<file path="config.mk">
export PLATFORM = sky130hd
export DESIGN_NAME = jt49_bus_master
export DESIGN_NICKNAME = d
export VERILOG_FILES = /design/src/rtl/jt49_bus_master.sv
export SDC_FILE = /design/constraint.sdc
export NUM_CORES = 1
export LEC_CHECK = 0
export CORE_MARGIN = 2
export CORE_UTILIZATION = 52
export DETAILED_ROUTE_END_ITERATION = 16
export GPL_TIMING_DRIVEN = 0
export PLACE_DENSITY = 0.91
export REMOVE_ABC_BUFFERS = 1
export SLEW_MARGIN = 20
export SYNTH_ARGS = -nofsm -noshare
export SYNTH_HDL_FRONTEND = slang
export SYNTH_SLANG_ARGS = --single-unit
</file>
<file path="constraint.sdc">
create_clock -name clk -period 4.6 [get_ports clk]
set_input_delay 0.92 -clock clk [delete_from_list [all_inputs] [get_ports clk]]
set_output_delay 0.92 -clock clk [all_outputs]
set_load 0.1 [all_outputs]
</file>
<file path="src/rtl/jt49_bus_master.sv">
// CPU-side initiator for the AY-3-8910 BDIR/BC1 bus: one valid/ready request becomes an
// ADDR -> GAP1 -> XFER -> GAP2 pin sequence. Optional address cache: JT49_ADDR_CACHE_EN.
module jt49_bus_master #(
  parameter int unsigned HOLD = 2
) (
  input  logic       clk,
  input  logic       rst_n,
  input  logic       req_valid,
  output logic       req_ready,
  input  logic       req_rd,
  input  logic [3:0] req_addr,
  input  logic [7:0] req_data,
  output logic       rsp_valid,
  output logic [7:0] rsp_data,
  output logic       bdir,
  output logic       bc1,
  output logic [7:0] bus_dout,
  input  logic [7:0] bus_din,
  output logic       busy
);
  typedef enum logic [2:0] {IDLE, ADDR, GAP1, XFER, GAP2} state_t;
  localparam logic [3:0] CNT_LD = 4'(HOLD - 1);

  state_t     state_q, state_d;
  logic [3:0] cnt_q, cnt_d;
  logic       rd_q, rd_d;
  logic [3:0] addr_q, addr_d;
  logic [7:0] data_q, data_d;
  logic       bdir_q, bdir_d, bc1_q, bc1_d;
  logic [7:0] bus_dout_q, bus_dout_d;
  logic       req_ready_q, req_ready_d;
  logic       rsp_valid_q, rsp_valid_d;
  logic [7:0] rsp_data_q, rsp_data_d;
  logic       busy_q, busy_d;
  logic       skip_addr;

`ifdef JT49_ADDR_CACHE_EN
  logic       cvld_q, cvld_d;
  logic [3:0] caddr_q, caddr_d;
  assign skip_addr = cvld_q && (caddr_q == req_addr);
`else
  assign skip_addr = 1'b0;
`endif

  always_comb begin
    state_d     = state_q;
    cnt_d       = cnt_q;
    rd_d        = rd_q;
    addr_d      = addr_q;
    data_d      = data_q;
    bus_dout_d  = bus_dout_q;
    rsp_valid_d = 1'b0;
    rsp_data_d  = rsp_data_q;
    bdir_d      = 1'b0;
    bc1_d       = 1'b0;
`ifdef JT49_ADDR_CACHE_EN
    cvld_d      = cvld_q;
    caddr_d     = caddr_q;
`endif
    case (state_q)
      IDLE: if (req_valid && req_ready_q) begin
        rd_d    = req_rd;
        addr_d  = req_addr;
        data_d  = req_data;
        cnt_d   = CNT_LD;
        state_d = skip_addr ? XFER : ADDR;
      end
      ADDR: if (cnt_q == 4'd0) begin
        state_d = GAP1;
`ifdef JT49_ADDR_CACHE_EN
        cvld_d  = 1'b1;
        caddr_d = addr_q;
`endif
      end else cnt_d = cnt_q - 4'd1;
      GAP1: begin
        state_d = XFER;
        cnt_d   = CNT_LD;
      end
      XFER: if (cnt_q == 4'd0) begin
        state_d = GAP2;
        if (rd_q) rsp_data_d = bus_din;
      end else cnt_d = cnt_q - 4'd1;
      GAP2:    state_d = IDLE;
      default: state_d = IDLE;
    endcase
    // Pin outputs are registered, so decode them from the state being entered.
    case (state_d)
      ADDR: begin
        bdir_d     = 1'b1;
        bc1_d      = 1'b1;
        bus_dout_d = {4'h0, addr_d};
      end
      XFER: begin
        bdir_d     = ~rd_d;
        bc1_d      = rd_d;
        bus_dout_d = rd_d ? 8'h00 : data_d;
      end
      GAP2:    rsp_valid_d = rd_q;
      default: ;
    endcase
    req_ready_d = (state_d == IDLE);
    busy_d      = ~req_ready_d;
  end

  always_ff @(posedge clk or negedge rst_n) begin
    if (!rst_n) begin
      state_q     <= IDLE;
      cnt_q       <= 4'd0;
      rd_q        <= 1'b0;
      addr_q      <= 4'd0;
      data_q      <= 8'd0;
      bdir_q      <= 1'b0;
      bc1_q       <= 1'b0;
      bus_dout_q  <= 8'd0;
      req_ready_q <= 1'b1;
      rsp_valid_q <= 1'b0;
      rsp_data_q  <= 8'd0;
      busy_q      <= 1'b0;
`ifdef JT49_ADDR_CACHE_EN
      cvld_q      <= 1'b0;
      caddr_q     <= 4'd0;
`endif
    end else begin
      state_q     <= state_d;
      cnt_q       <= cnt_d;
      rd_q        <= rd_d;
      addr_q      <= addr_d;
      data_q      <= data_d;
      bdir_q      <= bdir_d;
      bc1_q       <= bc1_d;
      bus_dout_q  <= bus_dout_d;
      req_ready_q <= req_ready_d;
      rsp_valid_q <= rsp_valid_d;
      rsp_data_q  <= rsp_data_d;
      busy_q      <= busy_d;
`ifdef JT49_ADDR_CACHE_EN
      cvld_q      <= cvld_d;
      caddr_q     <= caddr_d;
`endif
    end
  end

  assign req_ready = req_ready_q;
  assign rsp_valid = rsp_valid_q;
  assign rsp_data  = rsp_data_q;
  assign bdir      = bdir_q;
  assign bc1       = bc1_q;
  assign bus_dout  = bus_dout_q;
  assign busy      = busy_q;
endmodule

</file>
==> summary.md, run 1 <==
| Metric | Value |
|---|---|
| M3 GR Usage | 5.225% |
| Bufs on Longest Clock Path | 2 |
| Port buffer count | 44 |
| Synth Cell Area | 1783 um2 |
| First-pass GRT wire length | 6837 um |
| WL per Instance | 16.48 um |
| Filler cell count | 240 |
| Post-synth EDFFs | 0 |
| Setup crit start kind | flip-flop |
| Synth Register Bits | 41 |
| Type of the worst setup path | reg2out |
| Final clock skew | 0.01618 ns |
| Clock transition at path regs | 0.13 ns |
| Fmax | 334.8 MHz |
| Post-CTS Setup Bufs | 0 |
| CTS resizes | 0 |
| Placed wire-length estimate | 3014 um |
| Slew Viols, Final | 0 |
| Hold_ws | 0.5037 ns |
| Total Neg Setup Slack | 0 ns |
| Placer Congestion | 0.8299 |
| I/O pin count | 45 |
| # diodes | 0 |
| Syn. warnings | 0 |
| Ys async rst share | 100.0% |
| Skew-Pair Late Insertion Delay | 0.36 ns |
| Pin count of the biggest net entering global routing | 23 |
| Initial antenna violation count | 0 |
| DR iter-0 viols | 65 |
| Main flop type after synthesis | dfrtp_1 |
| Status | complete, no violations |
| CP delay by family, top | buffers and inverters |
| Die ar. | 3913 um2 |
| GRT busiest layer | met2 |
| Final nets | 219 |
| Setup crit end kind | output port |
| CTS tree | done |
| Slowest stage cell on the critical path | clkdlybuf4s50_1 |
| Sequential area share after synthesis | 57.61% |
| TritonCTS sink count | 41 |
| All-Layer GR Usage | 22.81% |
| Remaining DRCs | 0 |
| DRT antenna net count | 0 |
| Reg2reg path depth | 7 |
| Worst Path Arrival | 2.07 ns |
| Placement Rows | 21 |
| Worst r2r src | cnt_q[0] |
| Starting Density | 53.85% |
| Mapped Cells | 146 |
| Slew headroom | 31.24% |
| # setup viols final | 0 |
| Via count | 1336 |
| Largest cells by area after synthesis | dfrtp_1 56%, mux2_4 6.7%, nand2_1 4.6% |
| Max Cap Viol | 0 |
| Top-count cell post-synth | dfrtp_1 |
| Worst Path Buf+Inv | 1 |
| Clock root buffer | clkbuf_4 |
| Slew @ Worst Pin | 1.028 ns |
| Die width | 62.56 um |
| Vias in the first global route | 1432 |
| Fin crit period | 2.987 ns |
| CTS H-tree lvls | 2 |
| Drt first pass iters | 4 |
| CORE AREA | 3311 um2 |
| CTS buffer count | 5 |
| Routing usage on met1 | 26.43% |
| Die Y | 62.56 um |
| Hold crit path type | in2async |
| Period utilization | 64.93% |
| Library cells used by synthesis | 40 |
| Grt total ovfl | 0 |
| Critical path's largest stage delay | 1.13 ns |
| Detailed Route WL | 3972 um |
| R2R Path End | cnt_q[0] |
| GR Util met2 | 41.40% |
| Synth top cells by count | 40 x dfrtp_1, 22 x nand2_1, 10 x a21oi_1 |
| Vias per inst | 5.544 |
| Worst path required time | 3.68 ns |
| Hold buffers post-CTS | 0 |
| R2r setup slk | 2.59 ns |
| Layout cells sized above 1 | 16.92% |
| Critical path, cell by cell | clkdlybuf4s50_1 |
| Area Overhead vs Synth | 33.19% |
| Hold Fails Final Rpt | 0 |
| Crit-path max FO | 4 |
| Synthesized area per cell | 12.21 um2 |
| Area leader, netlist | dfrtp_1 |
| Post-synth top area share | 56.14% |
| RSZ-0062 raised after global routing | no |
==> cells in the final DEF (no fill, tap or decap), types with 4 or more instances in the layout <==
master and instances:
a21oi_1 10, a32o_1 4, clkbuf_4 5, clkdlybuf4s50_1 43, dfrtp_1 40, inv_1 8, mux2_4 8, nand2_1 22
nor2_1 6, o21ai_0 4, o22ai_1 4, or4b_1 4
==> state kept, by name, summed over array words and instances, names as in the netlist <==
signal / cells
bus_dout: 8
data_q: 8
rsp_data: 8
addr_q: 4
cnt_q: 4
state_q: 3
bc1: 1
bdir: 1
busy: 1
rd_q: 1
req_ready: 1
rsp_valid: 1
==> worst max path at each step <==
stage          startpoint           to  slack [ns]  cells past startpoint
5_1_grt         req_ready    req_ready        1.55                      1
6_report        req_ready    req_ready        1.61                      1
3_5_place_dp    req_valid  bus_dout[7]        1.85                      5
4_1_cts         req_ready    req_ready        1.61                      1
3_3_place_gp        rst_n  rsp_data[6]        1.74                      1
2_1_floorplan   req_ready  bus_dout[7]        2.50                      4
==> logic make-up (layout without fill, tap and decap cells) <==
group,after synthesis,in the layout,share of synthesized area [%]
muxes,13,13,9.825
AOI/OAI and AO/OA,29,29,11.51
DFF,41,41,57.61
and+or+nand+nor,46,46,15.65
buffers and inverters,15,64,4.210
xor gates and xnor gates,1,1,0.4913
adders and majority gates,1,1,0.7016
==> final cells by class <==
type | instances | area (um2) | share of cell area [%]
tap | 46 | 57.56 | 2.424
multi-input combinational | 90 | 680.7 | 28.66
inverter | 11 | 43.79 | 1.844
timing repair buffer | 45 | 462.9 | 19.49
clock buffer | 5 | 37.54 | 1.581
sequential | 41 | 1027 | 43.26
clock inverter | 3 | 65.06 | 2.740
==> routing by layer <==
layer / part of all wire (%) / vias to the layer above
li1: - / 605
met3: 4.8 / 10
met2: 55 / 47
met5: 0 / -
met4: 2.2 / 0
met1: 38 / 674
==> stage by stage <==
stage	instances	worst slack [ns]	area (um2)	utilization (%)
3_3_place_gp	232	1.735	2250	67.95
4_1_cts	241	1.608	2375	71.73
6_report	241	1.613	2375	71.73
5_1_grt	241	1.549	2375	71.73
2_1_floorplan	142	2.502	1752	-
3_5_place_dp	233	1.853	2272	68.63
Power of run 1 is left out: the tool's default activity adds up to more than one toggle a clock period on the data nets, which glitch-free logic cannot reach.
==> run 2, diff against run 1 <==
CORE_UTILIZATION = 43   (was 52)
PLACE_DENSITY = 0.81   (was 0.91)
clock period = 2.4 ns   (was 4.6 ns; I/O delays follow)
==> run 2 against run 1 <==
Clock skew is 0.0075 ns lower. Utilization is 12 points lower. Final area rose by 0.21%. Worst setup slack lost 1.5 ns. Cell count grew 1.7%.
==> summary.md, run 2 (same netlist as run 1, synthesis figures left out) <==
| Metric | Value |
|---|---|
| Status | complete, no violations |
| Critical path, cell by cell | clkdlybuf4s50_1 |
| WL per Instance | 13.93 um |
| Critical path's largest stage delay | 1.14 ns |
| All-Layer GR Usage | 15.64% |
| Placed inst area | 2270 um2 |
| Drt first pass iters | 4 |
| Placer Congestion | 0.7564 |
| Clock root buffer | clkbuf_8 |
| First-pass GRT wire length | 5340 um |
| Slew @ Worst Pin | 0.9917 ns |
| Hold buffers post-CTS | 0 |
| WP depth | 1 |
| Vias per inst | 5.049 |
| Slew Viols, Final | 0 |
| Final clock skew | 0.008641 ns |
| Max Cap Viol | 0 |
| DRT antenna net count | 0 |
| Final design area excluding fillers | 2380 um2 |
| Slew headroom | 33.68% |
| Hold Fails Final Rpt | 0 |
| Final nets | 219 |
| Placement Rows | 23 |
| Remaining DRCs | 0 |
| Starting Density | 44.57% |
| Die width | 68.39 um |
| Initial antenna violation count | 0 |
| Placed wire-length estimate | 2446 um |
| Bufs on Longest Clock Path | 2 |
| Detailed Route WL | 3412 um |
| Clock transition at path regs | 0.08 ns |
| Die ar. | 4677 um2 |
| DR iter-0 viols | 47 |
| Period utilization | 95.06% |
| # diodes | 0 |
| # setup viols final | 0 |
| R2R Path End | rsp_data[6] |
| Commonest non-fill, non-tap cell in the layout | clkdlybuf4s50_1 |
| DP Worst Slack | 0.09540 ns |
| Hold crit path type | in2async |
| CTS resizes | 1 |
| CORE AREA | 4000 um2 |
| Final Util | 59.49% |
| Setup crit end kind | output port |
| Worst Path Buf+Inv | 1 |
| Grt total ovfl | 0 |
| Pin count of the biggest net entering global routing | 32 |
| Vias in the first global route | 1197 |
| CP Launch Point | bus_dout[6] |
| CTS tree | done |
| Reg2reg path depth | 6 |
| RSZ-0062 raised after global routing | no |
| Area Overhead vs Synth | 33.47% |
| Slowest stage cell on the critical path | clkdlybuf4s50_1 |
| CP delay by family, top | buffers and inverters |
| Worst path required time | 1.92 ns |
| Type of the worst setup path | reg2out |
| Crit-path max FO | 2 |
| Die Y | 68.39 um |
| Most frequent cells in the layout | 42 x clkdlybuf4s50_1, 40 x dfrtp_1, 22 x nand2_1, 10 x a21oi_1 |
| Worst r2r src | cnt_q[0] |
| Filler cell count | 309 |
| I/O pin count | 45 |
| Setup crit start kind | flip-flop |
| Hold_ws | 0.05533 ns |
| R2r setup slk | 0.41 ns |
| End of the critical path | bus_dout[6] |
| CTS buffer count | 5 |
| Skew-Pair Late Insertion Delay | 0.29 ns |
| Worst Path Arrival | 1.80 ns |
| Fmax | 438.3 MHz |
| CTS H-tree lvls | 2 |
| Fin crit period | 2.282 ns |
| Port buffer count | 44 |
| Via count | 1237 |
| Post-CTS Setup Bufs | 0 |
| Post-route setup slack | 0.1185 ns |
| Layout cells sized above 1 | 16.41% |
| TritonCTS sink count | 41 |
-- run 2: cell count changes in the layout (fill, tap and decap cells not counted), sizes merged --
cell	delta
bufinv	-1
clkbuf	+1
clkdlybuf4s50	-1
dlygate4sd2	+1
-- run 2: final cells by class --
type / count / area [um2] / area share, %
multi-input cells: 90 / 680.7 / 28.60
well taps: 50 / 62.56 / 2.629
flip-flops and latches: 41 / 1027 / 43.17
inverters: 11 / 43.79 / 1.840
clock buffers: 6 / 72.57 / 3.049
clock inverters: 2 / 38.79 / 1.630
repair buffers: 45 / 454.2 / 19.09
-- run 2: stage by stage --
stage | setup TNS, ns | cells
global placement | -5.508 | 236
global route | 0 | 245
floorplan | 0 | 142
CTS | 0 | 245
finish | 0 | 245
detailed placement | 0 | 237
-- run 2: worst min-delay path by stage --
| stage | slack, ns | endpoint |
|---|---|---|
| global placement | 0.45 | data_q[2] |
| floorplan | 0.18 | addr_q[0] |
| finish | 0.06 | rsp_data[1] |
| detailed placement | 0.37 | rsp_data[4] |
| CTS | 0.05 | rsp_data[1] |
| global route | 0.06 | rsp_data[4] |
-- run 2: layer usage --
layer,global-route usage [%],routed length (um),vias up
met5,0,0,-
met3,3.454,117,5
li1,-,-,609
met2,25.72,1723,26
met4,6.500,41,0
met1,19.83,1530,597
-- run 2: worst reg2reg max path, delay by kind of cell, from the launching register on --
kind                       cells  cell delay [ns]
muxes                          1             0.33
buffers and inverters          1             0.11
adders and majority gates      1             0.19
and+or+nand+nor                3             0.85
DFF                            1             0.42
Power of run 2 is left out for the same reason.
